===== config.mk =====
export PLATFORM = sky130hd
export DESIGN_NAME = mem_port_arbiter
export DESIGN_NICKNAME = d
export VERILOG_FILES = /design/src/rtl/mem_port_arbiter.sv
export SDC_FILE = /design/constraint.sdc
export NUM_CORES = 1
export LEC_CHECK = 0
export ABC_AREA = 1
export CAP_MARGIN = 20
export CORE_MARGIN = 8
export CORE_UTILIZATION = 46
export DETAILED_ROUTE_END_ITERATION = 10
export HOLD_SLACK_MARGIN = 0.06
export PLACE_DENSITY = 0.94
export SLEW_MARGIN = 30
export SYNTH_ARGS = -nofsm -noshare
export SYNTH_HDL_FRONTEND = slang
export SYNTH_SLANG_ARGS = --single-unit

===== constraint.sdc =====
create_clock -name clk -period 5.2 [get_ports clk]
set_clock_uncertainty 0.2 [all_clocks]
set_input_delay 0.78 -clock clk [delete_from_list [all_inputs] [get_ports clk]]
set_output_delay 0.78 -clock clk [all_outputs]
set_load 0.005 [all_outputs]

===== src/rtl/mem_port_arbiter.sv =====
// mem_port_arbiter: shares the single-port memo between the CPU and DMA ports and decodes I/O at ADDR_IO.
// Define ARB_ROUND_ROBIN_EN to replace CPU priority and the MAX_HOLD starvation guard with alternating grants.

module mem_port_arbiter #(
   parameter int DATA_WIDTH = 8,
   parameter int ADDR_IO    = 252,
   parameter int MAX_HOLD   = 4
) (
   input  logic                  clk,
   input  logic                  reset,
   input  logic                  cpu_req,
   input  logic                  cpu_we,
   input  logic [DATA_WIDTH-1:0] cpu_addr,
   input  logic [DATA_WIDTH-1:0] cpu_wdata,
   output logic                  cpu_gnt,
   output logic                  cpu_rvalid,
   output logic [DATA_WIDTH-1:0] cpu_rdata,
   input  logic                  dma_req,
   input  logic                  dma_we,
   input  logic [DATA_WIDTH-1:0] dma_addr,
   input  logic [DATA_WIDTH-1:0] dma_wdata,
   output logic                  dma_gnt,
   output logic                  dma_rvalid,
   output logic [DATA_WIDTH-1:0] dma_rdata,
   output logic [DATA_WIDTH-1:0] mem_address,
   output logic [DATA_WIDTH-1:0] mem_data,
   output logic                  mem_wren,
   input  logic [DATA_WIDTH-1:0] mem_q,
   input  logic [DATA_WIDTH-1:0] E,
   output logic [DATA_WIDTH-1:0] S
);

   localparam logic [DATA_WIDTH-1:0] IO_ADDR = DATA_WIDTH'(ADDR_IO);

   typedef enum logic {
      OWNER_CPU = 1'b0,
      OWNER_DMA = 1'b1
   } owner_t;

   logic                  w_dmaWins;
   logic                  w_cpuGnt;
   logic                  w_dmaGnt;
   logic                  w_anyGnt;
   logic                  w_we;
   logic [DATA_WIDTH-1:0] w_addr;
   logic [DATA_WIDTH-1:0] w_wdata;
   logic                  w_isIo;
   logic [DATA_WIDTH-1:0] w_rspData;

   logic [DATA_WIDTH-1:0] r_lastAddr;
   logic                  r_pendValid;
   owner_t                r_pendOwner;
   logic                  r_pendIo;
   logic [DATA_WIDTH-1:0] r_eSample;
   logic [DATA_WIDTH-1:0] r_cpuRdata;
   logic [DATA_WIDTH-1:0] r_dmaRdata;

`ifdef ARB_ROUND_ROBIN_EN
   owner_t                r_last;
`else
   localparam logic [3:0] HOLD_MAX = 4'(MAX_HOLD);
   logic [3:0]            r_holdCnt;
`endif

   // Arbitration decides only whether DMA wins; the CPU takes every cycle DMA does not.
   always_comb begin
      w_dmaWins = 1'b0;
`ifdef ARB_ROUND_ROBIN_EN
      if (cpu_req && dma_req)
         w_dmaWins = (r_last == OWNER_CPU);
      else
         w_dmaWins = dma_req;
`else
      w_dmaWins = dma_req && (!cpu_req || (r_holdCnt == HOLD_MAX));
`endif
   end

   assign w_cpuGnt = reset && cpu_req && !w_dmaWins;
   assign w_dmaGnt = reset && dma_req && w_dmaWins;
   assign w_anyGnt = w_cpuGnt || w_dmaGnt;

   assign w_we     = w_dmaGnt ? dma_we    : cpu_we;
   assign w_addr   = w_dmaGnt ? dma_addr  : cpu_addr;
   assign w_wdata  = w_dmaGnt ? dma_wdata : cpu_wdata;
   assign w_isIo   = (w_addr == IO_ADDR);

   assign cpu_gnt     = w_cpuGnt;
   assign dma_gnt     = w_dmaGnt;
   assign mem_address = w_anyGnt ? w_addr : r_lastAddr;
   assign mem_data    = w_wdata;
   assign mem_wren    = w_anyGnt && w_we && !w_isIo;

   // I/O reads return the E value captured at the grant edge instead of memo's output.
   assign w_rspData  = r_pendIo ? r_eSample : mem_q;

   assign cpu_rvalid = r_pendValid && (r_pendOwner == OWNER_CPU);
   assign dma_rvalid = r_pendValid && (r_pendOwner == OWNER_DMA);
   assign cpu_rdata  = cpu_rvalid ? w_rspData : r_cpuRdata;
   assign dma_rdata  = dma_rvalid ? w_rspData : r_dmaRdata;

   always_ff @(posedge clk or negedge reset) begin
      if (!reset) begin
         S           <= '0;
         r_lastAddr  <= '0;
         r_pendValid <= 1'b0;
         r_pendOwner <= OWNER_CPU;
         r_pendIo    <= 1'b0;
         r_eSample   <= '0;
         r_cpuRdata  <= '0;
         r_dmaRdata  <= '0;
`ifdef ARB_ROUND_ROBIN_EN
         r_last      <= OWNER_CPU;
`else
         r_holdCnt   <= '0;
`endif
      end else begin
         if (w_anyGnt)
            r_lastAddr <= w_addr;

         r_pendValid <= w_anyGnt && !w_we;
         r_pendOwner <= w_dmaGnt ? OWNER_DMA : OWNER_CPU;
         r_pendIo    <= w_isIo;

         if (w_anyGnt && !w_we && w_isIo)
            r_eSample <= E;
         if (w_anyGnt && w_we && w_isIo)
            S <= w_wdata;

         // Capture the delivered response so rdata holds it once rvalid drops.
         if (cpu_rvalid)
            r_cpuRdata <= w_rspData;
         if (dma_rvalid)
            r_dmaRdata <= w_rspData;

`ifdef ARB_ROUND_ROBIN_EN
         if (w_anyGnt)
            r_last <= w_dmaGnt ? OWNER_DMA : OWNER_CPU;
`else
         if (w_dmaGnt || !dma_req)
            r_holdCnt <= '0;
         else if (w_cpuGnt && (r_holdCnt != HOLD_MAX))
            r_holdCnt <= r_holdCnt + 4'd1;
`endif
      end
   end

endmodule


==> results of run 1 <==
cells in the mapped netlist:
library cell	n
nand2_2	2
and2_1	1
nor2_1	11
nor2_4	4
nand2_1	109
buf_4	1
xor2_1	2
nand3_4	2
buf_6	2
nand3_2	1
nand3b_1	2
nand2_4	4
clkinv_1	1
a21oi_4	1
clkbuf_1	2
buf_12	1
o21ai_0	5
dfrtp_1	47
nand4_1	18
ha_1	2
nor2_2	1
mux2_2	16
inv_4	2
a31oi_1	6
nor2_8	1
nand3_1	7
inv_1	13
final timing paths:
check	startpoint	endpoint	slack, ps	depth (start not counted)
max reg2reg	r_holdCnt[0]	r_eSample[0]	2790	12
max in group asynchronous	reset	r_pendIo	3910	2
max	dma_req	mem_wren	1240	12
min	reset	r_holdCnt[1]	90	1
min reg2reg	r_eSample[2]	r_eSample[2]	270	2
min in group clk	r_eSample[2]	r_eSample[2]	270	2
cells by family (layout without fill, tap and decap cells):
group           Yosys count  in the layout  share of synthesized area (%)
compound gates           12             12                           3.29
xor+xnor                  2              2                          0.732
fa+ha+maj                 2              2                           1.05
buf+inv                  22            123                           5.12
flops                    47             47                           49.1
mux                      16             16                           7.53
simple gates            163            163                           33.1
registers in the layout, summed over array words and instances, names as in the netlist:
signal	cells
r_pendValid	1
r_dmaRdata	8
r_pendOwner	1
r_cpuRdata	8
r_lastAddr	8
r_holdCnt	4
r_eSample	8
r_pendIo	1
S	8
cell type report:
class	instances	area share, %
sequential	47	33.2
multi-input combinational	195	30.9
timing repair buffer	99	27.8
tap	70	2.47
clock buffer	6	2.05
inverter	16	1.84
clock inverter	2	1.70
layout by cell type (no fill, tap or decap):
cell,netlist,final
nor2_8,1,1
o21ai_0,5,5
clkbuf_1,2,1
nand3_4,2,2
nand3_1,7,7
a31oi_1,6,6
nand2_4,4,4
dfrtp_1,47,47
nand2_2,2,2
nand3b_1,2,2
nor2_1,11,11
nand4_1,18,18
nor2_4,4,4
nand2_1,109,109
clkinv_1,1,1
inv_4,2,2
nor2_2,1,1
buf_4,1,1
buf_2,0,1
inv_1,13,13
mux2_2,16,16
clkdlybuf4s50_1,0,97
clkbuf_8,0,5
and2_1,1,1
xor2_1,2,2
a21oi_4,1,1
bufinv_16,0,2
ha_1,2,2
nand3_2,1,1
critical path, stage by stage:
cell             delay [ps]
clkdlybuf4s50_1         550
nand2_2                  90
inv_4                   130
nand2_4                 170
inv_4                   180
nand2_1                  90
nand2_1                  80
nand2_1                  90
nor2_4                  150
and2_1                  170
nor2_1                   40
clkdlybuf4s50_1         450
routing by layer:
layer / up-vias / share of wire, % / track usage, %
met3: 10 / 10 / 6.10
met1: 1043 / 40 / 21.5
met5: - / 0 / 0
met4: 0 / 1.6 / 7.53
li1: 1066 / - / -
met2: 99 / 48 / 31.5
where the power goes:
group | internal [mW] | switching, mW | total (mW)
clock network | 0.192 | 0.119 | 0.311
registers | 0.409 | 0.0139 | 0.423
logic | 0.153 | 0.111 | 0.263
total | 0.754 | 0.243 | 0.997
==> reports/qor.yml, run 1 <==
clock_tree:
  clk_pin_slew_ps: 90
  cts_tree: "done"
  numCtsBuffers: 5
  cts-root-buf: "clkbuf_8"
  cts_max_level: 2
  cts_setup_buffers: 0
  clkLatencyLatePin_ps: 300
  cts_sinks: 47
  cts-resized-gates: 0
  cts_hold_buf: 0
  clk_path_buf_depth: 2
finish:
  seqCellArea_um2: 1180
  syn2layout_area_growth_pct: 47.9
  antennaDiodeCount: 0
  final_cells: 435
  multiInputGateArea_um2: 1090
  filler_cell_count: 381
  postLayoutCellArea_um2: 3540
  drive_gt1_share_pct: 11.8
  finish.utilization_pct: 69.7
  nets: 420
synth:
  ys_seq_area_share_pct: 49.1
  synth_nets: 320
  ys_top_cells_by_area: "dfrtp_1 (49%), nand2_1 (17%), mux2_2 (7.5%)"
  ys_warn_count: 0
  synth_area_um2: 2390
  syn_avg_cell_area_um2: 9.07
  synth_top_area_share_pct: 49.1
  synth.largest_area_cell: "dfrtp_1"
  synthCells: 264
  synth.distinct_cells: 27
  ys_seq_elements: 47
grt:
  overflow: 0
  grt_usage_pct: 18.7
  grt_pass1_vias: 2273
  grt_max_degree: 49
  antenna_found_initial: 0
  grt_pass1_wl_mm: 11.2
critical_path:
  endpoint_kind: "primary output"
  required_ps: 4220
  startpoint_type: "primary input"
  crit_arrival_ps: 2980
  critPathKind: "in2out"
  cp_max_fo: 19
sta:
  period_needed_ps: 3960
  fin_setup_tns_ps: 0
  slew_viol_final: 0
  finalHoldViolCount: 0
  fmax_mhz: 252
  worst_pin_slew_ps: 768
  grt_setup_unrepaired: "no"
  slew_headroom_pct: 48.6
  setup_ws_ps: 1240
  whs_ps: 87.4
  setup_viol: 0
  min_period_over_period_pct: 76.2
pwr:
  irDropWorstVdd_uv: 170
  p_total_mw: 0.997
  p_per_area_nw_per_um2: 282
  p_leak_nw: 1.66
die:
  ios: 99
  core_um2: 5070
  start_util_pct: 47.2
  fp.dieW_um: 88.1
  dieHeight_um: 88.1
  rows: 26
  die-area_um2: 7770
placement:
  port_buffers: 98
  dp_worst_setup_slack_ps: 1250
  place_area_um2: 3410
  globalplace.congestion: 0.870
  dpl.cell_count: 427
  place_hpwl_mm: 5.38
detailed_routing:
  ant_nets: 0
  drt_iter0_drc: 125
  via_per_inst: 5.10
  avgRoutedWirePerCell_um: 16.0
  vias: 2218
  wl_mm: 6.95
  drc_errors: 0
  dr.pass1.iters: 4
status:
  status: "complete, no violations"
flow_run:
  drv_cap: 0
min_path:
  worstHoldPathType: "in2async"
Power figures use the tool's default switching activity.
==> run 2: changes to the inputs <==
- CORE_UTILIZATION: 46 -> 39
- PLACE_DENSITY: 0.94 -> 0.86
- clock period: 5.2 -> 3.2 ns (I/O delays scaled with it)
==> reports/qor.yml, run 2 (synthesis gave the netlist of run 1 again) <==
finish:
  final_common_cell: "nand2_1"
  nets: 431  # +2.6%
  seqCellArea_um2: 1180  # unchanged
  postLayoutCellArea_um2: 3610  # +1.9%
  multiInputGateArea_um2: 1110  # +1.0%
  drive_gt1_share_pct: 14.9  # +3.1 points
  syn2layout_area_growth_pct: 50.7
  filler_cell_count: 500  # +31%
  layout_common_cells: "nand2_1 (108), clkdlybuf4s50_1 (96), dfrtp_1 (47)"
  antennaDiodeCount: 0  # unchanged
  final_cells: 451  # +3.7%
pwr:
  seqPwrFrac_pct: 45.7  # +3.3 points
  switching_share_pct: 26.7  # +2.3 points
  intPower_mw: 1.10  # +46%
  p_leak_nw: 1.71  # +3.2%
  p_clk_share_pct: 24.8  # -6.4 points
  p_per_area_nw_per_um2: 415  # +47%
  p_switching_mw: 0.401  # +65%
  pwr-share-comb_pct: 29.4  # +3.0 points
  irDropWorstVdd_uv: 212  # +25%
detailed_routing:
  ant_nets: 0  # unchanged
  wl_mm: 7.07  # +1.7%
  dr.pass1.iters: 5  # +1
  drt_iter0_drc: 71  # -43%
  avgRoutedWirePerCell_um: 15.7  # -1.9%
  drc_errors: 0  # unchanged
  vias: 2231  # +0.59%
  via_per_inst: 4.95  # -3.0%
critical_path:
  required_ps: 2520  # -1700 ps
  crit_path_top_delay_cell: "clkdlybuf4s50_1"
  cp_max_fo: 12  # -7
  max_stage_delay_ps: 550  # about the same
  crit_arrival_ps: 2350  # -630 ps
  endpoint_kind: "primary output"
  cpMostUsedCell: "clkdlybuf4s50_1"
  cp_cell_sequence: "clkdlybuf4s50_1 > nand2_2 > inv_4 > nor2_4 > inv_1 > nor2_1 > a31oi_1 > clkdlybuf4s50_1"
  startpoint_type: "primary input"
  critPathKind: "in2out"
die:
  core_um2: 5920  # +17%
  rows: 28  # +7.7%
  start_util_pct: 40.4  # -6.7 points
  dieHeight_um: 94.3  # +7.0%
  die-area_um2: 8900  # +15%
  ios: 99  # unchanged
  fp.dieW_um: 94.3  # +7.0%
clock_tree:
  cts_max_level: 2  # unchanged
  numCtsBuffers: 5  # unchanged
  clk_pin_slew_ps: 90  # about the same
  cts_sinks: 47  # unchanged
  clk_path_buf_depth: 2  # unchanged
  clkLatencyLatePin_ps: 300  # about the same
  cts-root-buf: "clkbuf_8"
  cts_tree: "done"
placement:
  dpl.cell_count: 440  # +3.0%
  port_buffers: 98  # unchanged
  place_area_um2: 3470  # +1.9%
  globalplace.congestion: 0.863  # -0.74%
  place_hpwl_mm: 5.58  # +3.6%
sta:
  slew_headroom_pct: 59.7  # +11 points
  fmax_mhz: 330
  min_period_over_period_pct: 94.8
  grt_setup_unrepaired: "no"
  slew_viol_final: 0  # unchanged
  finalHoldViolCount: 0  # unchanged
  period_needed_ps: 3030
  worst_pin_slew_ps: 605  # -163 ps
  setup_viol: 0  # unchanged
grt:
  overflow: 0  # unchanged
  grt_usage_pct: 16.1  # -2.7 points
  grt_pass1_wl_mm: 11.3  # +0.55%
  grt_pass1_vias: 2312  # +1.7%
  grt_max_degree: 51  # +4.1%
  antenna_found_initial: 0  # unchanged
status:
  status: "complete, no violations"
min_path:
  worstHoldPathType: "in2async"
flow_run:
  drv_cap: 0  # unchanged
run 2: metrics by stage:
stage	TNS [ps]	power (mW)	hold slack, ps	worst slack, ps	util, %
after floorplan	0	0.856	-15.6	955	-
after global placement	0	1.13	255	98.4	58.7
after detailed placement	-0.790	1.14	256	-0.790	58.7
after CTS	0	1.51	149	33.0	60.6
after global routing	0	1.59	169	5.34	60.9
final	0	1.50	117	168	60.9
run 2: critical path: cells and delay by family:
family | cells | cell delay, ps
buffers and inverters | 4 | 1450
AOI/OAI and AO/OA | 1 | 220
and+or+nand+nor | 3 | 210
run 2: final timing paths:
| kind | startpoint | endpoint | slack, ps | cells past startpoint |
|---|---|---|---|---|
| worst max-delay path | dma_req | mem_address[6] | 170 | 8 |
| worst min-delay path | reset | r_holdCnt[0] | 120 | 2 |
| worst max register to register | r_holdCnt[0] | r_eSample[4] | 950 | 12 |
| worst min register to register | r_eSample[3] | r_eSample[3] | 280 | 2 |
| max in group asynchronous | reset | S[4] | 2270 | 2 |
| min in group clk | r_eSample[3] | r_eSample[3] | 280 | 2 |
run 2: power by group through the flow:
| stage | combinational [mW] | sequential (mW) | clock (mW) |
|---|---|---|---|
| 3_3_place_gp | 0.432 | 0.694 | 0 |
| 3_5_place_dp | 0.442 | 0.697 | 0 |
| 2_1_floorplan | 0.165 | 0.691 | 0 |
| 5_1_grt | 0.480 | 0.692 | 0.416 |
| 6_report | 0.441 | 0.685 | 0.372 |
| 4_1_cts | 0.447 | 0.685 | 0.382 |
run 2: cell type report:
class | instances | area share, %
flip-flops and latches | 47 | 32.6
clock inverters | 2 | 0.382
clock buffers | 6 | 2.29
repair buffers | 110 | 29.6
multi-input cells | 195 | 30.7
inverters | 16 | 1.80
well taps | 75 | 2.60
run 2: metal layers:
| layer | vias to the layer above | wire (µm) | track usage, % |
|---|---|---|---|
| met5 | - | 0 | 0 |
| met4 | 0 | 50 | 3.70 |
| met3 | 5 | 614 | 6.11 |
| met2 | 77 | 3510 | 28.0 |
| met1 | 1063 | 2890 | 18.1 |
| li1 | 1086 | - | - |
run 2: what timing repair did:
action,in CTS,in global routing
setup endpoints to repair,1,1
gates resized for setup,2,1
hold endpoints to repair,0,0
buffers inserted,1,2
hold buffers,0,0
